## src/rtl/fetch_unit_if.sv

```systemverilog
`default_nettype none
// ============================================================================
//  Module      : fetch_unit_if
//  Description : Bundle of the fetch-stage bus signals: the redirect input
//                from execute, the instruction-memory request/response, and
//                the valid/ready instruction stream toward the decoder.
//  Ports       : none (clock and reset stay plain ports on the modules)
//  Modports    : master - the fetch unit (drives imem_req/addr, out_*)
//                slave  - the environment (execute, imem, decoder)
//  Revision    : 1.0 - initial release
// ============================================================================
interface fetch_unit_if;
    logic        redirect_valid;
    logic [31:0] redirect_pc;
    logic        imem_req;
    logic [31:0] imem_addr;
    logic [31:0] imem_rdata;
    logic        out_valid;
    logic        out_ready;
    logic [31:0] out_instruction;
    logic [31:0] out_pc;

    modport master (
        input  redirect_valid,
        input  redirect_pc,
        input  imem_rdata,
        input  out_ready,
        output imem_req,
        output imem_addr,
        output out_valid,
        output out_instruction,
        output out_pc
    );

    modport slave (
        output redirect_valid,
        output redirect_pc,
        output imem_rdata,
        output out_ready,
        input  imem_req,
        input  imem_addr,
        input  out_valid,
        input  out_instruction,
        input  out_pc
    );
endinterface
`default_nettype wire

```

## src/rtl/fetch_unit.sv

```systemverilog
`default_nettype none
// ============================================================================
//  Module      : fetch_unit
//  Description : RV32I instruction fetch stage. Holds the PC, issues word
//                reads to a 1-cycle-latency synchronous instruction memory,
//                buffers returned words in a 2-entry FIFO and hands
//                {instruction, pc} pairs to the decoder over valid/ready.
//                A redirect flushes the FIFO and the outstanding request.
//  Ports       : clk  - clock, all state updates on the rising edge
//                rst  - synchronous active-high reset
//                bus  - fetch_unit_if.master (redirect, imem, decoder stream)
//  Parameters  : RESET_PC - first fetch address after reset (word aligned)
//  Revision    : 1.0 - initial release
// ============================================================================
module fetch_unit #(
    parameter logic [31:0] RESET_PC = 32'h0000_0000
) (
    input  wire logic    clk,
    input  wire logic    rst,
    fetch_unit_if.master bus
);

    localparam logic [31:0] c_reset_pc   = {RESET_PC[31:2], 2'b00};
    localparam logic [31:0] c_align_mask = 32'hFFFF_FFFC;
    localparam logic [31:0] c_pc_step    = 32'd4;

    // Fetch state
    logic [31:0] r_pc;
    logic        r_inflight;
    logic [31:0] r_inflight_pc;

    // 2-entry FIFO of {instr, pc}; 1-bit pointers wrap naturally
    logic [31:0] r_fifo_instr [2];
    logic [31:0] r_fifo_pc    [2];
    logic        r_rd_ptr;
    logic        r_wr_ptr;
    logic [1:0]  r_occ;

    logic        w_valid;
    logic        w_pop;
    logic        w_req;
    logic [2:0]  w_committed;
    logic [31:0] w_redirect_target;

    always_comb begin
        w_redirect_target = bus.redirect_pc & c_align_mask;
        w_valid           = !rst && !bus.redirect_valid && (r_occ != 2'd0);
        w_pop             = w_valid && bus.out_ready;
        // Slots already claimed once this cycle's pop is accounted for:
        // buffered words plus the word still coming back from memory.
        // Counting the pop lets the request reassert in the very cycle the
        // decoder drains a full FIFO, keeping throughput at one per cycle.
        w_committed       = {1'b0, r_occ} + {2'b00, r_inflight} - {2'b00, w_pop};
        w_req             = !rst && !bus.redirect_valid && (w_committed < 3'd2);
    end

    assign bus.imem_req        = w_req;
    assign bus.imem_addr       = r_pc;
    assign bus.out_valid       = w_valid;
    assign bus.out_instruction = r_fifo_instr[r_rd_ptr];
    assign bus.out_pc          = r_fifo_pc[r_rd_ptr];

    always_ff @(posedge clk) begin
        if (rst) begin
            r_pc       <= c_reset_pc;
            r_inflight <= 1'b0;
            r_occ      <= 2'd0;
            r_rd_ptr   <= 1'b0;
            r_wr_ptr   <= 1'b0;
        end else if (bus.redirect_valid) begin
            // Clearing r_inflight drops the response that lands next cycle
            r_pc       <= w_redirect_target;
            r_inflight <= 1'b0;
            r_occ      <= 2'd0;
            r_rd_ptr   <= 1'b0;
            r_wr_ptr   <= 1'b0;
        end else begin
            if (r_inflight) begin
                r_fifo_instr[r_wr_ptr] <= bus.imem_rdata;
                r_fifo_pc[r_wr_ptr]    <= r_inflight_pc;
                r_wr_ptr               <= ~r_wr_ptr;
            end

            if (w_pop) begin
                r_rd_ptr <= ~r_rd_ptr;
            end

            case ({r_inflight, w_pop})
                2'b10:   r_occ <= r_occ + 2'd1;
                2'b01:   r_occ <= r_occ - 2'd1;
                default: r_occ <= r_occ;
            endcase

            r_inflight <= w_req;
            if (w_req) begin
                r_inflight_pc <= r_pc;
                r_pc          <= r_pc + c_pc_step;
            end
        end
    end

endmodule
`default_nettype wire

```

## src/flat_wrapper.sv

```systemverilog
// flat-port wrapper written by rule: the top's interface ports become plain ports
module fetch_unit_flat 
#(
    parameter logic [31:0] RESET_PC = 32'h0000_0000
)
  (clk, rst, bus_redirect_valid, bus_redirect_pc, bus_imem_rdata, bus_out_ready, bus_imem_req, bus_imem_addr, bus_out_valid, bus_out_instruction, bus_out_pc);
  fetch_unit_if bus_i ();
  input  wire logic clk;
  input  wire logic rst;
  input wire logic [$bits(bus_i.redirect_valid)-1:0] bus_redirect_valid;
  input wire logic [$bits(bus_i.redirect_pc)-1:0] bus_redirect_pc;
  input wire logic [$bits(bus_i.imem_rdata)-1:0] bus_imem_rdata;
  input wire logic [$bits(bus_i.out_ready)-1:0] bus_out_ready;
  output wire logic [$bits(bus_i.imem_req)-1:0] bus_imem_req;
  output wire logic [$bits(bus_i.imem_addr)-1:0] bus_imem_addr;
  output wire logic [$bits(bus_i.out_valid)-1:0] bus_out_valid;
  output wire logic [$bits(bus_i.out_instruction)-1:0] bus_out_instruction;
  output wire logic [$bits(bus_i.out_pc)-1:0] bus_out_pc;
  assign bus_i.redirect_valid = bus_redirect_valid;
  assign bus_i.redirect_pc = bus_redirect_pc;
  assign bus_i.imem_rdata = bus_imem_rdata;
  assign bus_i.out_ready = bus_out_ready;
  assign bus_imem_req = bus_i.imem_req;
  assign bus_imem_addr = bus_i.imem_addr;
  assign bus_out_valid = bus_i.out_valid;
  assign bus_out_instruction = bus_i.out_instruction;
  assign bus_out_pc = bus_i.out_pc;
  fetch_unit #(.RESET_PC(RESET_PC)) u_core (.clk(clk), .rst(rst), .bus(bus_i));
endmodule
```

## config.mk

```make
export PLATFORM = sky130hd
export DESIGN_NAME = fetch_unit_flat
export DESIGN_NICKNAME = d
export VERILOG_FILES = /design/src/rtl/fetch_unit_if.sv /design/src/rtl/fetch_unit.sv /design/src/flat_wrapper.sv
export SDC_FILE = /design/constraint.sdc
export NUM_CORES = 1
export LEC_CHECK = 0
export BUFFER_PORTS_ARGS = -buffer_cell sky130_fd_sc_hd__buf_2
export CAP_MARGIN = 20
export CORE_UTILIZATION = 58
export DETAILED_ROUTE_END_ITERATION = 7
export PLACE_DENSITY = 0.89
export REMOVE_ABC_BUFFERS = 1
export SKIP_CTS_REPAIR_TIMING = 1
export SYNTH_ARGS = -nofsm -noshare
export SYNTH_HDL_FRONTEND = slang
export SYNTH_SLANG_ARGS = --single-unit
export TNS_END_PERCENT = 10
```

## constraint.sdc

```tcl
create_clock -name clk -period 10.35 [get_ports clk]
set_input_delay 0 -clock clk [delete_from_list [all_inputs] [get_ports clk]]
set_output_delay 0 -clock clk [all_outputs]
set_load 0.02 [all_outputs]
```

==> results.md <==
* Status: complete, but fails checks
* Violated checks: negative hold slack
* H-tree depth at 4
* CP top delay family: simple AND/OR/NAND/NOR gates
* Worst path slowest cell: inv_2
* WP data required at 10620 ps
* Overall via count from detail_route at 5057
* Power, Total at 1.60 mW
* YS warnings at 0
* Port Buffers at 159
* Filler Cell Count at 744
* Max clock buf depth at 2
* Final hold vios at 3
* Mean Syn Cell Area at 15.4 µm²
* First-pass GRT wire length at 23200 µm
* CP Cell Sequence: o21a_1, and2_1, ha_1, nand2b_1, fa_1, xnor2_1, nand3_2, inv_2, nor2_1, o21ai_0, a21oi_1
* Crit Path Class: reg -> reg
* Post-synth top area share at 0.621
* Initial DRT Pass Iterations at 5
* Total grt overflow at 0
* Total Nets Final at 767
* P_leak at 3.53 nW
* Tcrit/Tclk final at 0.458
* Max-slew headroom at the worst pin at 0.360
* WL final at 16000 µm
* CTS tree: done
* Per-cell routed wire length at 18.1 µm
* Mapped cell area at 0.00745 mm²
* Flops & latches, synth at 190
* Num rows at 41
* Die X at 115 µm
* Num ports at 166
* Synth unique cells at 48
* # DRC at 0
* Clk sink count at 190
* Die Span Y at 115 µm
* Max Transition Viols Final at 0
* Syn-to-layout area delta at 27.5%
* Setup slack at placement at 5460 ps
* Clock root cell: clkbuf_16
* Routed vias/inst at 5.75
* FF+latch area at 0.00535 mm²
* Pwr dens at 168 mW/mm²
* ANT cells at 0
* WHS at -24.3 ps
* Worst-margin pin slew at 956 ps
* Leading area contributor after synthesis: edfxtp_1
* Unrepaired setup endpoints after global routing: false
* Fmax at 0.211 GHz
* DIE AREA at 0.0133 mm²
* Critical Path Source Type: flip-flop
* Starting Density at 0.593
* Post-DP HPWL at 9200 µm
* Setup Viol. Count Final at 0
* Worst vdd ir at 139 µV
* All-Layer GR Usage at 0.233
* CP max FO at 44
* CP bufs+invs at 1
* TNS Setup at 0 ps
* Largest net degree at the start of global routing at 63
* Antenna Violating Nets Remaining at 0
* Max-capacitance violation count at 0
* Fin util at 0.756
* Clock transition at the registers of the reported paths at 60 ps
* Final setup margin at 5610 ps
* Vias in the first global route at 4799
* Worst path max stage delay at 1000 ps
* Top cells by area, synth: edfxtp_1 62%, dfxtp_1 9.7%, mux2_2 9.4%, a31oi_1 1.7%, nand2_1 1.1%
* Multi-input gate area at 0.00196 mm²
* WP data arrival at 5010 ps
* Core area at 0.0126 mm²
* Gpl congestion at 0.816
* CTS Buf Count at 17
* Initial drt markers at 440
* Final worst path period need at 4740 ps
* Initial antenna violation count at 0
* Clock Skew at 9.02 ps
* Clk Latency, worst-skew pair at 420 ps
* Worst min path class: in -> reg
* Endpoint class of the critical path: flip-flop
* Post-Syn Instances at 484
* Share of layout cells above drive strength 1 at 0.379
* Sequential fraction of the synthesis area at 0.718
[where the power goes]
group / internal (mW) / switching (mW)
clock: 0.367 / 0.259
combinational: 0.0456 / 0.0599
sequential: 0.848 / 0.0197
[flip-flops by register name, indices dropped and copies added (netlist names), named ones only]
signal	flops
u_core.bus.imem_addr	30
u_core.r_fifo_instr	64
u_core.r_fifo_pc	60
u_core.r_inflight	1
u_core.r_inflight_pc	30
u_core.r_occ	2
u_core.r_rd_ptr	1
u_core.r_wr_ptr	1
[area by class of cell]
| cell class | count | area share |
|---|---|---|
| sequential | 190 | 0.563 |
| tap | 172 | 0.0227 |
| inverter | 7 | 0.00277 |
| clock inverter | 11 | 0.0123 |
| timing repair buffer | 217 | 0.144 |
| clock buffer | 21 | 0.0485 |
| multi-input combinational | 262 | 0.207 |
[cell usage in the layout (no fill, tap or decap), types with 3 or more instances in the layout]
master | synthesis | routed
ha_1 | 3 | 3
o211ai_1 | 5 | 5
and4_1 | 3 | 3
or3_1 | 3 | 3
o21ai_0 | 11 | 11
nand2_1 | 22 | 22
dlygate4sd3_1 | 0 | 55
mux2_2 | 62 | 62
nand4_1 | 12 | 12
conb_1 | 1 | 4
and3_2 | 2 | 3
nor2_1 | 15 | 15
o22ai_1 | 8 | 8
and2_1 | 11 | 11
a31oi_1 | 20 | 20
xnor2_1 | 5 | 5
buf_2 | 3 | 159
buf_4 | 6 | 3
edfxtp_1 | 154 | 154
inv_1 | 6 | 6
dfxtp_1 | 36 | 35
clkinv_2 | 0 | 4
a21oi_1 | 16 | 16
a32oi_1 | 3 | 3
nand3_1 | 10 | 10
nor3_1 | 9 | 9
o311ai_0 | 3 | 3
xor2_1 | 8 | 8
clkbuf_16 | 0 | 17
and3_1 | 7 | 6
[per-layer routing]
layer / vias to the layer above / wire (µm) / GRT usage
met4: 0 / 410 / 0.112
met3: 44 / 1120 / 0.0506
met1: 2439 / 6190 / 0.289
met2: 289 / 8240 / 0.389
met5: - / 0 / 0
li1: 2285 / - / -
[cell usage after synthesis (all sizes together)]
library cell and n:
inv 7, fa 1, nand2b 1, or4 1
nand3 13, buf 10, o21ai 11, and2 11
a221oi 1, conb 1, and4 4, o21a 1
and3 9, o211ai 5, o22ai 8, nand4 13
clkbuf 18, nor3 11, a32oi 3, a21oi 16
nor2 16, edfxtp 154, xor2 8, or3 3
a2bb2oi 1, o311ai 4, dfxtp 36, nand2 22
a311oi 1, xnor2 5, a31oi 20, a22oi 1
mux2 62, or2 1, nor4 1, nand4b 1
ha 3
[metrics by stage]
stage | hold slack (ps) | instance area [µm²] | std cells
after global placement | 188 | 8370 | 793
after floorplan | 69.1 | 7330 | 459
final | -24.3 | 9500 | 880
after detailed placement | 192 | 8370 | 793
after global routing | 5.89 | 9500 | 880
after CTS | -250 | 8950 | 825
[worst register-to-register path, cell delays in order, from the launching register on]
cell and delay (ps):
dfxtp_1 380, o21a_1 210, and2_1 210, ha_1 340, nand2b_1 190, fa_1 380, xnor2_1 240, nand3_2 720
inv_2 1010, nor2_1 460, o21ai_0 340, a21oi_1 100
[cells by family (layout without fill, tap and decap cells)]
kind of cell,Yosys count,count (layout),synth area share
adder cells (fa/ha/maj),4,4,0.00773
AND/OR/NAND/NOR,107,107,0.0833
buffers and inverters,35,256,0.0212
XOR/XNOR,13,13,0.0153
AO/OA/AOI/OAI,72,72,0.0605
multiplexers,62,62,0.0938
other,1,4,0.000504
flip-flops,190,190,0.718
[final timing paths]
kind	startpoint	cells past startpoint	slack (ps)	endpoint
worst max-delay path	u_core.r_occ[1]	11	5610	u_core.bus.imem_addr[7]
worst min register to register	u_core.r_inflight_pc[27]	0	450	u_core.r_fifo_pc[0][27]
worst min-delay path	bus_redirect_pc[31]	4	-20	u_core.bus.imem_addr[31]
worst max register to register	u_core.r_occ[1]	11	5610	u_core.bus.imem_addr[7]
No activity file was read; power rests on OpenSTA's default activity.
